`src/rtl/dvfs_task_dispatcher_if.sv`:
```
`default_nettype none
// ============================================================================
// Module      : dvfs_task_dispatcher_if
// Description : Bundle of the assigner, regulator/clock and core handshake
//               signals seen by the DVFS task dispatcher.
// Revision    : 1.0 - initial release
// ============================================================================
interface dvfs_task_dispatcher_if #(
  parameter int N = 10,
  parameter int L = 8
);
  logic              assign_valid;
  logic [32*N-1:0]   assigned_f;
  logic [32*N-1:0]   M;
  logic [32*L-1:0]   f;
  logic [32*L-1:0]   v;
  logic [31:0]       freq_out;
  logic [31:0]       volt_out;
  logic [31:0]       cur_level;
  logic              task_valid;
  logic              task_ready;
  logic [31:0]       task_id;
  logic [31:0]       task_cycles;
  logic              task_done;
  logic              busy;
  logic              all_done;
  logic              err;

  // Dispatcher side
  modport master (
    input  assign_valid, assigned_f, M, f, v, task_ready, task_done,
    output freq_out, volt_out, cur_level, task_valid, task_id, task_cycles,
           busy, all_done, err
  );

  // Assigner / core / regulator side
  modport slave (
    output assign_valid, assigned_f, M, f, v, task_ready, task_done,
    input  freq_out, volt_out, cur_level, task_valid, task_id, task_cycles,
           busy, all_done, err
  );
endinterface
`default_nettype wire

```
`src/rtl/dvfs_task_dispatcher.sv`:
```
`default_nettype none
// ============================================================================
// Module      : dvfs_task_dispatcher
// Description : Latches a per-task level vector, applies each task's V/F level
//               with safe ordering and settle waits, then offers the task to
//               the core and waits for its completion.
// Revision    : 1.0 - initial release
// ============================================================================
module dvfs_task_dispatcher #(
  parameter int N             = 10,
  parameter int L             = 8,
  parameter int SETTLE_CYCLES = 4
) (
  input  logic                  clk,
  input  logic                  reset,
  dvfs_task_dispatcher_if.master bus
);

  localparam int              KW            = (N > 1) ? $clog2(N) : 1;
  localparam int              LW            = (L > 1) ? $clog2(L) : 1;
  localparam logic [KW-1:0]   C_LAST_K      = KW'(N - 1);
  localparam logic [31:0]     C_SETTLE_LOAD = 32'(SETTLE_CYCLES - 1);
  localparam logic [31:0]     C_NUM_LEVELS  = 32'(L);

  typedef enum logic [3:0] {
    S_IDLE     = 4'd0,
    S_LATCH    = 4'd1,
    S_CHECK    = 4'd2,
    S_SET_V1   = 4'd3,
    S_SET_F1   = 4'd4,
    S_WAIT1    = 4'd5,
    S_SET_F2   = 4'd6,
    S_SET_V2   = 4'd7,
    S_WAIT2    = 4'd8,
    S_DISPATCH = 4'd9,
    S_RUN      = 4'd10,
    S_DONE     = 4'd11
  } state_t;

  state_t        state_q;
  logic          av_q;          // previous assign_valid, for rising-edge detect
  logic          applied_ok_q;  // cur_level reflects a level actually applied
  logic          up_q;          // current transition ramps up (voltage first)
  logic [KW-1:0] k_q;
  logic [31:0]   lvl_q;
  logic [31:0]   cnt_q;
  logic [31:0]   af_q [N];
  logic [31:0]   m_q  [N];
  logic [31:0]   freq_q;
  logic [31:0]   volt_q;
  logic [31:0]   cur_level_q;
  logic          task_valid_q;
  logic [31:0]   task_id_q;
  logic [31:0]   task_cycles_q;
  logic          busy_q;
  logic          all_done_q;
  logic          err_q;

  logic [31:0]   w_af [N];
  logic [31:0]   w_m  [N];
  logic [31:0]   w_f  [L];
  logic [31:0]   w_v  [L];
  logic [31:0]   w_lvl;
  logic [LW-1:0] w_lvl_idx;
  logic          w_start;

  for (genvar gi = 0; gi < N; gi++) begin : g_task_unpack
    assign w_af[gi] = bus.assigned_f[32*gi +: 32];
    assign w_m[gi]  = bus.M[32*gi +: 32];
  end

  for (genvar gl = 0; gl < L; gl++) begin : g_level_unpack
    assign w_f[gl] = bus.f[32*gl +: 32];
    assign w_v[gl] = bus.v[32*gl +: 32];
  end

  assign w_lvl     = af_q[k_q];
  assign w_lvl_idx = lvl_q[LW-1:0];   // only used once lvl_q is known to be < L
  assign w_start   = bus.assign_valid & ~av_q;

  // Dispatch sequencer: latch, per-task V/F ordering with settle waits, handshake
  always_ff @(posedge clk) begin
    av_q       <= bus.assign_valid;
    all_done_q <= 1'b0;
    if (reset) begin
      state_q       <= S_IDLE;
      av_q          <= 1'b0;
      applied_ok_q  <= 1'b0;
      up_q          <= 1'b0;
      k_q           <= '0;
      lvl_q         <= '0;
      cnt_q         <= '0;
      freq_q        <= '0;
      volt_q        <= '0;
      cur_level_q   <= '0;
      task_valid_q  <= 1'b0;
      task_id_q     <= '0;
      task_cycles_q <= '0;
      busy_q        <= 1'b0;
      err_q         <= 1'b0;
      for (int i = 0; i < N; i++) begin
        af_q[i] <= '0;
        m_q[i]  <= '0;
      end
    end else begin
      case (state_q)
        S_IDLE: begin
          if (w_start) state_q <= S_LATCH;
        end
        S_LATCH: begin
          for (int i = 0; i < N; i++) begin
            af_q[i] <= w_af[i];
            m_q[i]  <= w_m[i];
          end
          k_q     <= '0;
          err_q   <= 1'b0;
          busy_q  <= 1'b1;
          state_q <= S_CHECK;
        end
        S_CHECK: begin
          lvl_q <= w_lvl;
          if (w_lvl >= C_NUM_LEVELS) begin
            // Abort the whole batch; later tasks are never offered.
            err_q      <= 1'b1;
            all_done_q <= 1'b1;
            state_q    <= S_DONE;
          end else if ((w_lvl == cur_level_q) && applied_ok_q) begin
            task_valid_q  <= 1'b1;
            task_id_q     <= {{(32-KW){1'b0}}, k_q};
            task_cycles_q <= m_q[k_q];
            state_q       <= S_DISPATCH;
          end else if ((w_lvl > cur_level_q) || !applied_ok_q) begin
            up_q    <= 1'b1;
            state_q <= S_SET_V1;
          end else begin
            up_q    <= 1'b0;
            state_q <= S_SET_F1;
          end
        end
        S_SET_V1: begin
          volt_q  <= w_v[w_lvl_idx];
          cnt_q   <= C_SETTLE_LOAD;
          state_q <= S_WAIT1;
        end
        S_SET_F1: begin
          freq_q  <= w_f[w_lvl_idx];
          cnt_q   <= C_SETTLE_LOAD;
          state_q <= S_WAIT1;
        end
        S_WAIT1: begin
          if (cnt_q == '0) state_q <= up_q ? S_SET_F2 : S_SET_V2;
          else             cnt_q   <= cnt_q - 32'd1;
        end
        S_SET_F2: begin
          freq_q  <= w_f[w_lvl_idx];
          cnt_q   <= C_SETTLE_LOAD;
          state_q <= S_WAIT2;
        end
        S_SET_V2: begin
          volt_q  <= w_v[w_lvl_idx];
          cnt_q   <= C_SETTLE_LOAD;
          state_q <= S_WAIT2;
        end
        S_WAIT2: begin
          if (cnt_q == '0) begin
            cur_level_q   <= lvl_q;
            applied_ok_q  <= 1'b1;
            task_valid_q  <= 1'b1;
            task_id_q     <= {{(32-KW){1'b0}}, k_q};
            task_cycles_q <= m_q[k_q];
            state_q       <= S_DISPATCH;
          end else begin
            cnt_q <= cnt_q - 32'd1;
          end
        end
        S_DISPATCH: begin
          // task_done here is ignored; only the accept matters.
          if (bus.task_ready) begin
            task_valid_q <= 1'b0;
            state_q      <= S_RUN;
          end
        end
        S_RUN: begin
          if (bus.task_done) begin
            if (k_q == C_LAST_K) begin
              all_done_q <= 1'b1;
              state_q    <= S_DONE;
            end else begin
              k_q     <= k_q + 1'b1;
              state_q <= S_CHECK;
            end
          end
        end
        S_DONE: begin
          busy_q  <= 1'b0;
          state_q <= S_IDLE;
        end
        default: state_q <= S_IDLE;
      endcase
    end
  end

  assign bus.freq_out    = freq_q;
  assign bus.volt_out    = volt_q;
  assign bus.cur_level   = cur_level_q;
  assign bus.task_valid  = task_valid_q;
  assign bus.task_id     = task_id_q;
  assign bus.task_cycles = task_cycles_q;
  assign bus.busy        = busy_q;
  assign bus.all_done    = all_done_q;
  assign bus.err         = err_q;

endmodule
`default_nettype wire

```
`src/flat_wrapper.sv`:
```
// flat-port wrapper written by rule: the top's interface ports become plain ports
module dvfs_task_dispatcher_flat 
#(
  parameter int N             = 10,
  parameter int L             = 8,
  parameter int SETTLE_CYCLES = 4
)
  (clk, reset, bus_assign_valid, bus_assigned_f, bus_M, bus_f, bus_v, bus_task_ready, bus_task_done, bus_freq_out, bus_volt_out, bus_cur_level, bus_task_valid, bus_task_id, bus_task_cycles, bus_busy, bus_all_done, bus_err);
  dvfs_task_dispatcher_if #(.N(N), .L(L)) bus_i ();
  input  logic clk;
  input  logic reset;
  input wire logic [$bits(bus_i.assign_valid)-1:0] bus_assign_valid;
  input wire logic [$bits(bus_i.assigned_f)-1:0] bus_assigned_f;
  input wire logic [$bits(bus_i.M)-1:0] bus_M;
  input wire logic [$bits(bus_i.f)-1:0] bus_f;
  input wire logic [$bits(bus_i.v)-1:0] bus_v;
  input wire logic [$bits(bus_i.task_ready)-1:0] bus_task_ready;
  input wire logic [$bits(bus_i.task_done)-1:0] bus_task_done;
  output wire logic [$bits(bus_i.freq_out)-1:0] bus_freq_out;
  output wire logic [$bits(bus_i.volt_out)-1:0] bus_volt_out;
  output wire logic [$bits(bus_i.cur_level)-1:0] bus_cur_level;
  output wire logic [$bits(bus_i.task_valid)-1:0] bus_task_valid;
  output wire logic [$bits(bus_i.task_id)-1:0] bus_task_id;
  output wire logic [$bits(bus_i.task_cycles)-1:0] bus_task_cycles;
  output wire logic [$bits(bus_i.busy)-1:0] bus_busy;
  output wire logic [$bits(bus_i.all_done)-1:0] bus_all_done;
  output wire logic [$bits(bus_i.err)-1:0] bus_err;
  assign bus_i.assign_valid = bus_assign_valid;
  assign bus_i.assigned_f = bus_assigned_f;
  assign bus_i.M = bus_M;
  assign bus_i.f = bus_f;
  assign bus_i.v = bus_v;
  assign bus_i.task_ready = bus_task_ready;
  assign bus_i.task_done = bus_task_done;
  assign bus_freq_out = bus_i.freq_out;
  assign bus_volt_out = bus_i.volt_out;
  assign bus_cur_level = bus_i.cur_level;
  assign bus_task_valid = bus_i.task_valid;
  assign bus_task_id = bus_i.task_id;
  assign bus_task_cycles = bus_i.task_cycles;
  assign bus_busy = bus_i.busy;
  assign bus_all_done = bus_i.all_done;
  assign bus_err = bus_i.err;
  dvfs_task_dispatcher #(.N(N), .L(L), .SETTLE_CYCLES(SETTLE_CYCLES)) u_core (.clk(clk), .reset(reset), .bus(bus_i));
endmodule
```
`config.mk`:
```
export PLATFORM = sky130hd
export DESIGN_NAME = dvfs_task_dispatcher_flat
export DESIGN_NICKNAME = d
export VERILOG_FILES = /design/src/rtl/dvfs_task_dispatcher_if.sv /design/src/rtl/dvfs_task_dispatcher.sv /design/src/flat_wrapper.sv
export SDC_FILE = /design/constraint.sdc
export NUM_CORES = 1
export LEC_CHECK = 0
export ABC_CLOCK_PERIOD_IN_PS = 20300
export BUFFER_PORTS_ARGS = -buffer_cell sky130_fd_sc_hd__buf_4
export CORE_AREA = 8 8 516 518
export CTS_CLUSTER_DIAMETER = 200
export CTS_CLUSTER_SIZE = 14
export DETAILED_ROUTE_END_ITERATION = 12
export DIE_AREA = 0 0 524 526
export GPL_TIMING_DRIVEN = 0
export HOLD_SLACK_MARGIN = 0.02
export MAX_ROUTING_LAYER = met4
export PLACE_DENSITY = 0.31
export SYNTH_ARGS = -nofsm -noshare
export SYNTH_HDL_FRONTEND = slang
export SYNTH_SLANG_ARGS = --single-unit
```
`constraint.sdc`:
```
create_clock -name clk -period 20.3 [get_ports clk]
set_input_delay 3.045 -clock clk [delete_from_list [all_inputs] [get_ports clk]]
set_output_delay 3.045 -clock clk [all_outputs]
set_load 0.05 [all_outputs]
```
* Word level (Yosys, flattened, before mapping)
Memory sizes are Yosys's and may differ from the RTL's. A register that Yosys moved wholly into a read port is not among the register bits.
Index checks and enable logic that the tools add are counted.
Widths: inputs -> output; s select.
** Cells by class
- Reductions and logical operators :: 25
- Muxes and demuxes :: 72
- Order comparisons :: 3
- Add/subtract/negate cells :: 2
- Bitwise logic cells :: 25
- Equal/unequal tests :: 23
** Operators by type and width (number)
- $mux 32 :: 31
- $bmux 32 s3 :: 2
- $pmux 32 s2 :: 3
- $mux 4 :: 14
- $pmux 4 s9 :: 1
- $eq 32x32->1 :: 1
- $ge 32x4->1 const B :: 1
- $gt 32x32->1 :: 1
- $logic_not 32->1 :: 1
- $sub 32x1->32 const B :: 1
- $eq 4x4->1 const B :: 5
- $or 1x1->1 :: 20
- $eq 4x3->1 const B :: 4
- $mux 1 :: 15
- $ne 2x1->1 const B :: 5
- $ne 2x2->1 const B :: 5
- $reduce_and 5->1 :: 2
- $reduce_bool 2->1 :: 5
- $reduce_or 2->1 :: 5
- $eq 4x2->1 const B :: 2
- $pmux 4 s2 :: 1
- $pmux 1 s2 :: 3
- $reduce_and 2->1 :: 3
- $reduce_and 3->1 :: 2
- 15 further kinds :: 17
** Word-level totals
- Memories :: 2
- Input bits :: 1157
- Logic and storage cells :: 168
- Memory bits (writable) :: 640
- Flip-flop bits (word level) :: 239
- Output and inout bits :: 164
** Memories
- u_core.af_q :: words 10, width 32, read ports 1, clocked after memory_dff 1, write ports 10, RTL line dvfs_task_dispatcher.sv:47 : logic [31:0] af_q [N];
- u_core.m_q :: words 10, width 32, read ports 1, clocked after memory_dff 1, write ports 10, RTL line dvfs_task_dispatcher.sv:48 : logic [31:0] m_q [N];

* Longest topological paths before layout
- Word-level depth :: 6
- Depth in mapped cells :: 19
- Mapped depth without buffers :: 13

* Worst setup path before layout
No wires, ideal clock.
- Path type :: input-to-reg
- Start point :: in reset
- End point :: mem u_core.af_q[0][0], enable pin
- Stages :: 3
- Buffers on the path :: 1
- Arrival time :: 13731 ps
- Required time :: 15784 ps
- Path slack :: 2053 ps
- Cells stage by stage :: inv_2 clkbuf_1 nand2_1
** RTL lines
- from (decl) :: RTL line flat_wrapper.sv:11 : input logic reset;
- to (decl) :: RTL line dvfs_task_dispatcher.sv:47

==> results.txt <==
* Run status: finished clean
- Final setup skew: 0.0452 ns
- Netlist area before placement: 41700 um^2
- Average wire length per cell after detail routing: 36.1 um
* RD Place Congestion: 0.951
* # port buffers: roughly 1300
- Final layout net count: 5776
* Vias per std cell: 4.23
- CTS placed an instance of sky130_fd_sc_hd__clkbuf_16 at the clock tree root.
* Max Clk Rate: 151 MHz
* DIE AREA: roughly 280000 um^2
* Core Box Area: between 200000 and 300000 um^2
- Number of nets still failing antenna checks after routing: 0
- Met1 Track Usage GR: approximately a quarter
- The total overflow left after global routing is 0.
- Antenna violations before repair: ~130
- Final-report setup violation count: 0
- Total count of max-transition violations in the final report: 0
- Share of synthesized cell area in and, or, nand and nor gates: 15.1%
- Number of global-route vias before repair: 36200
* Slew headroom: 1.62%
* First drt pass iteration count: 5
- First-pass GRT wire length: 371000 um
- Along the worst path, the maximum fanout reaches 10.
- The largest individual stage delay along the critical path comes from the cell sky130_fd_sc_hd__mux4_2.
- Met3 global-route usage: 5.35%
- Most frequently used flop master after synthesis: sky130_fd_sc_hd__edfxtp_1
* Gate Count Post-Synth: approximately 3200
- In this design, the stage delay of the slowest critical-path cell is ~0.54 ns.
- Once routing completed, OpenROAD measured the worst setup slack at 13.69 ns.
- Clock-pin slew reported for the worst setup and hold paths after clock tree synthesis: 0.08 ns
- In this run the deepest clock path goes through 3 buffers.
* Clock net sink count: 855
* Share of final-layout standard cells stronger than drive strength 1: 37.3%
- Measured against the total synthesized area, the mux share comes to 16.8%.
* Sequential cell area fraction in the yosys report: 56.5%
- STA classifies the critical path startpoint as a register.
- Wires add up to 291000 um.
- Total global routing track utilization: 20.8%
- Power density normalized to cell area: around 100 nW/um^2
* Core Util, Final: 22.6%
* Final Hold Viols: 0
- IR analysis of the VDD net gives a maximum drop of 51.1 uV.
- Placed wire-length estimate after detailed placement: about 240000 um
- The worst hold path belongs to the class register to register.
- The synthesized design contains 640 enable-type register cells.
* Complex-gate fraction of the synthesized area: under 10%
- Entering global routing, the biggest net connects 67 pins.
- After the first detailed-routing iteration, the DRC count stood at 2287.
- From synthesis to final layout, the design area changed by 39.7%.
* Number of levels in the clock H-tree: 3
- Post-Place Setup Slack: 13.30 ns
* Hold path startpoint: u_core.lvl_q[30]
- Max-cap check violation count: 0
- Largest delay share family, worst path: buffers and inverters
* Synth warnings: 0
- The analysis attributes to cell leakage a power of 23.6 nW.
- Summing the areas of all xor and xnor instances in the mapped netlist gives 0.315% of the synthesized area.
- With fillers left out, the area of the finished cells amounts to 58200 um^2.
- Overall die width: 524 um
- Count of hold buffers inserted by post-cts repair: 0
- Buf+Inv Stages, Crit Path: 8
- For the pin with the worst max-slew slack, the measured transition is 1.48 ns.
* Setup TNS: 0 ns
* Unrepaired setup endpoints after global routing: no
- Comb power frac: 34.1%
- Io pins: 1321
* Worst setup path class: register to register
- Highest-count cells in the layout ignoring fill and taps: sky130_fd_sc_hd__buf_4, sky130_fd_sc_hd__and3_1, sky130_fd_sc_hd__edfxtp_1
- Data on the critical path is required at its endpoint by 20.94 ns.
* Global-route met2 utilization: 36.5%
- Number of cell rows: 187
- Traced cell by cell, the critical path runs through buf_6 -> buf_4 -> buf_2 -> buf_4 -> buf_2 -> buf_2 -> mux4_2 -> a211oi_1 -> a21oi_1 -> ha_1 -> nand3_1 -> nor2_1 -> and3_1 -> nand3_1 -> a211o_1 -> buf_1 -> clkbuf_1 -> a2111o_1 -> a21oi_1.
* Number of flip-flops and latches in the synthesized netlist: 855
- Leaving out fill and tap cells, the most frequent cell in the layout is sky130_fd_sc_hd__buf_4.
- Portion of total power attributed to the clock network: 23.1%
- CTS tree: built
* Number of remaining DRC errors: 0
* Fraction of registers with async set or reset after synthesis: 0%
* Final clock period utilization by the worst path: 32.6%
* Crit path arrival time: 7.25 ns
- The share of total power dissipated in sequential elements is 42.8%.
- By area, the combinational part of the netlist is dominated by multiplexers.
- Post-CTS Setup Inserts: 0
- For the finished layout, the period the worst path requires is 6.61 ns.
- Clock latency on the worst-skew pair: 0.71 ns
- Once the floorplan was initialized, standard cells occupied 16.1% of the core.
- Number of CTS-inserted buffers: 71
* Switching portion of total power: between 30% and 40%
* NetSw: between 2 and 2.5 mW
- Floorplan die height: 526 um
* Top Usage Layer GRT: met2
* Cell Area, Placed: 56100 um^2
- Category of the worst setup path capture point: register
- Yosys mapped the design onto 60 distinct sky130hd cell types.
- Number of cells upsized or downsized after cts: 0
- Vias post-DR: between 30000 and 40000
- In this design, the critical path's most frequently occurring cell is sky130_fd_sc_hd__buf_2.
- Dividing the synthesized area by the synthesized cell count gives 13.1 um^2.
- Of the total synthesized cell area, the portion taken by full adders, half adders and majority gates is 1.05%.
* Cell Int Power: 3.80 mW
-- per-stage QoR --
step	power, mW	cells	hold WS (ns)
3_3_place_gp	5.10	7899	0.442
5_1_grt	6.36	8056	0.469
4_1_cts	6.17	8018	0.452
6_report	6.05	8070	0.458
3_5_place_dp	4.74	7913	0.447
2_1_floorplan	3.86	3205	0.437
-- kinds of logic after synthesis --
group / count (synthesis)
simple gates: 1129
flops: 855
compound gates: 395
buf+inv: 378
mux: 370
fa+ha+maj: 35
xor+xnor: 15
other cells: 1
-- power by group through the flow --
stage / registers, mW / logic [mW] / clock network (mW)
detailed placement: 2.63 / 2.10 / 0
CTS: 2.60 / 2.11 / 1.46
global route: 2.63 / 2.22 / 1.50
floorplan: 2.88 / 0.985 / 0
finish: 2.59 / 2.06 / 1.40
global placement: 3.05 / 2.06 / 0
-- per-layer routing --
| layer | part of all wire (%) | wire length (um) | vias up |
|---|---|---|---|
| li1 | - | - | 15100 |
| met1 | 41 | 119000 | 17500 |
| met2 | 51 | 149000 | 1285 |
| met3 | 6.7 | 19400 | 234 |
| met4 | 1.6 | 4540 | 0 |
| met5 | 0 | 0 | - |
-- worst paths after layout --
check	endpoint	slack (ns)	cells past startpoint
setup / recovery	u_core.bus.task_cycles[3]	13.69	19
hold / removal	u_core.lvl_q[30]	0.46	2
setup reg to reg	u_core.bus.task_cycles[3]	13.69	19
hold reg to reg	u_core.lvl_q[30]	0.46	2
-- area by class of cell --
class | instances | area, um^2
Clock buffer | 97 | 1870
Tap cell | 3402 | 4260
Inverter | 39 | 146
Multi-Input combinational cell | 1972 | 16600
Timing Repair Buffer | 1306 | 10000
Fill cell | 27900 | 200000
Sequential cell | 855 | 23500
Antenna cell | 52 | 130
Clock inverter | 8 | 106
Buffer | 339 | 1500
-- state kept, by name (all words and copies together) (netlist names), 4 cells and up, named ones only --
| name | count |
|---|---|
| u_core.af_q | 320 |
| u_core.lvl_q | 32 |
| u_core.bus.volt_out | 32 |
| u_core.bus.freq_out | 32 |
| u_core.cnt_q | 32 |
| u_core.k_q | 4 |
| u_core.bus.task_id | 4 |
| u_core.m_q | 320 |
| u_core.bus.cur_level | 32 |
| u_core.bus.task_cycles | 32 |
| u_core.state_q | 4 |
-- Yosys cell counts, types with 12 or more instances --
master,count,share of area [%]
sky130_fd_sc_hd__and3_1,647,9.7
sky130_fd_sc_hd__nand2b_1,33,0.50
sky130_fd_sc_hd__a21oi_1,127,1.5
sky130_fd_sc_hd__o21ai_0,48,0.58
sky130_fd_sc_hd__buf_4,32,0.58
sky130_fd_sc_hd__buf_2,15,0.18
sky130_fd_sc_hd__nor2b_1,39,0.59
sky130_fd_sc_hd__mux4_2,253,14
sky130_fd_sc_hd__ha_1,35,1.1
sky130_fd_sc_hd__nor2_1,120,1.1
sky130_fd_sc_hd__o211ai_1,31,0.56
sky130_fd_sc_hd__nor3_1,23,0.28
sky130_fd_sc_hd__a2111o_1,33,0.89
sky130_fd_sc_hd__inv_1,38,0.34
sky130_fd_sc_hd__a211oi_1,103,1.9
sky130_fd_sc_hd__nand2_1,194,1.7
sky130_fd_sc_hd__a22oi_1,23,0.41
sky130_fd_sc_hd__nand4_1,12,0.18
sky130_fd_sc_hd__buf_1,23,0.21
sky130_fd_sc_hd__edfxtp_1,640,46
sky130_fd_sc_hd__dfxtp_1,215,10
sky130_fd_sc_hd__clkbuf_1,259,2.3
sky130_fd_sc_hd__nand3_1,14,0.17
sky130_fd_sc_hd__mux2i_1,106,2.5
-- worst min-delay path, delay by kind of cell, from the launching register on --
kind / cells / cell delay [ns]
simple gates: 1 / 0.05
compound gates: 1 / 0.05
flops: 1 / 0.31
Power figures use the tool's default switching activity.
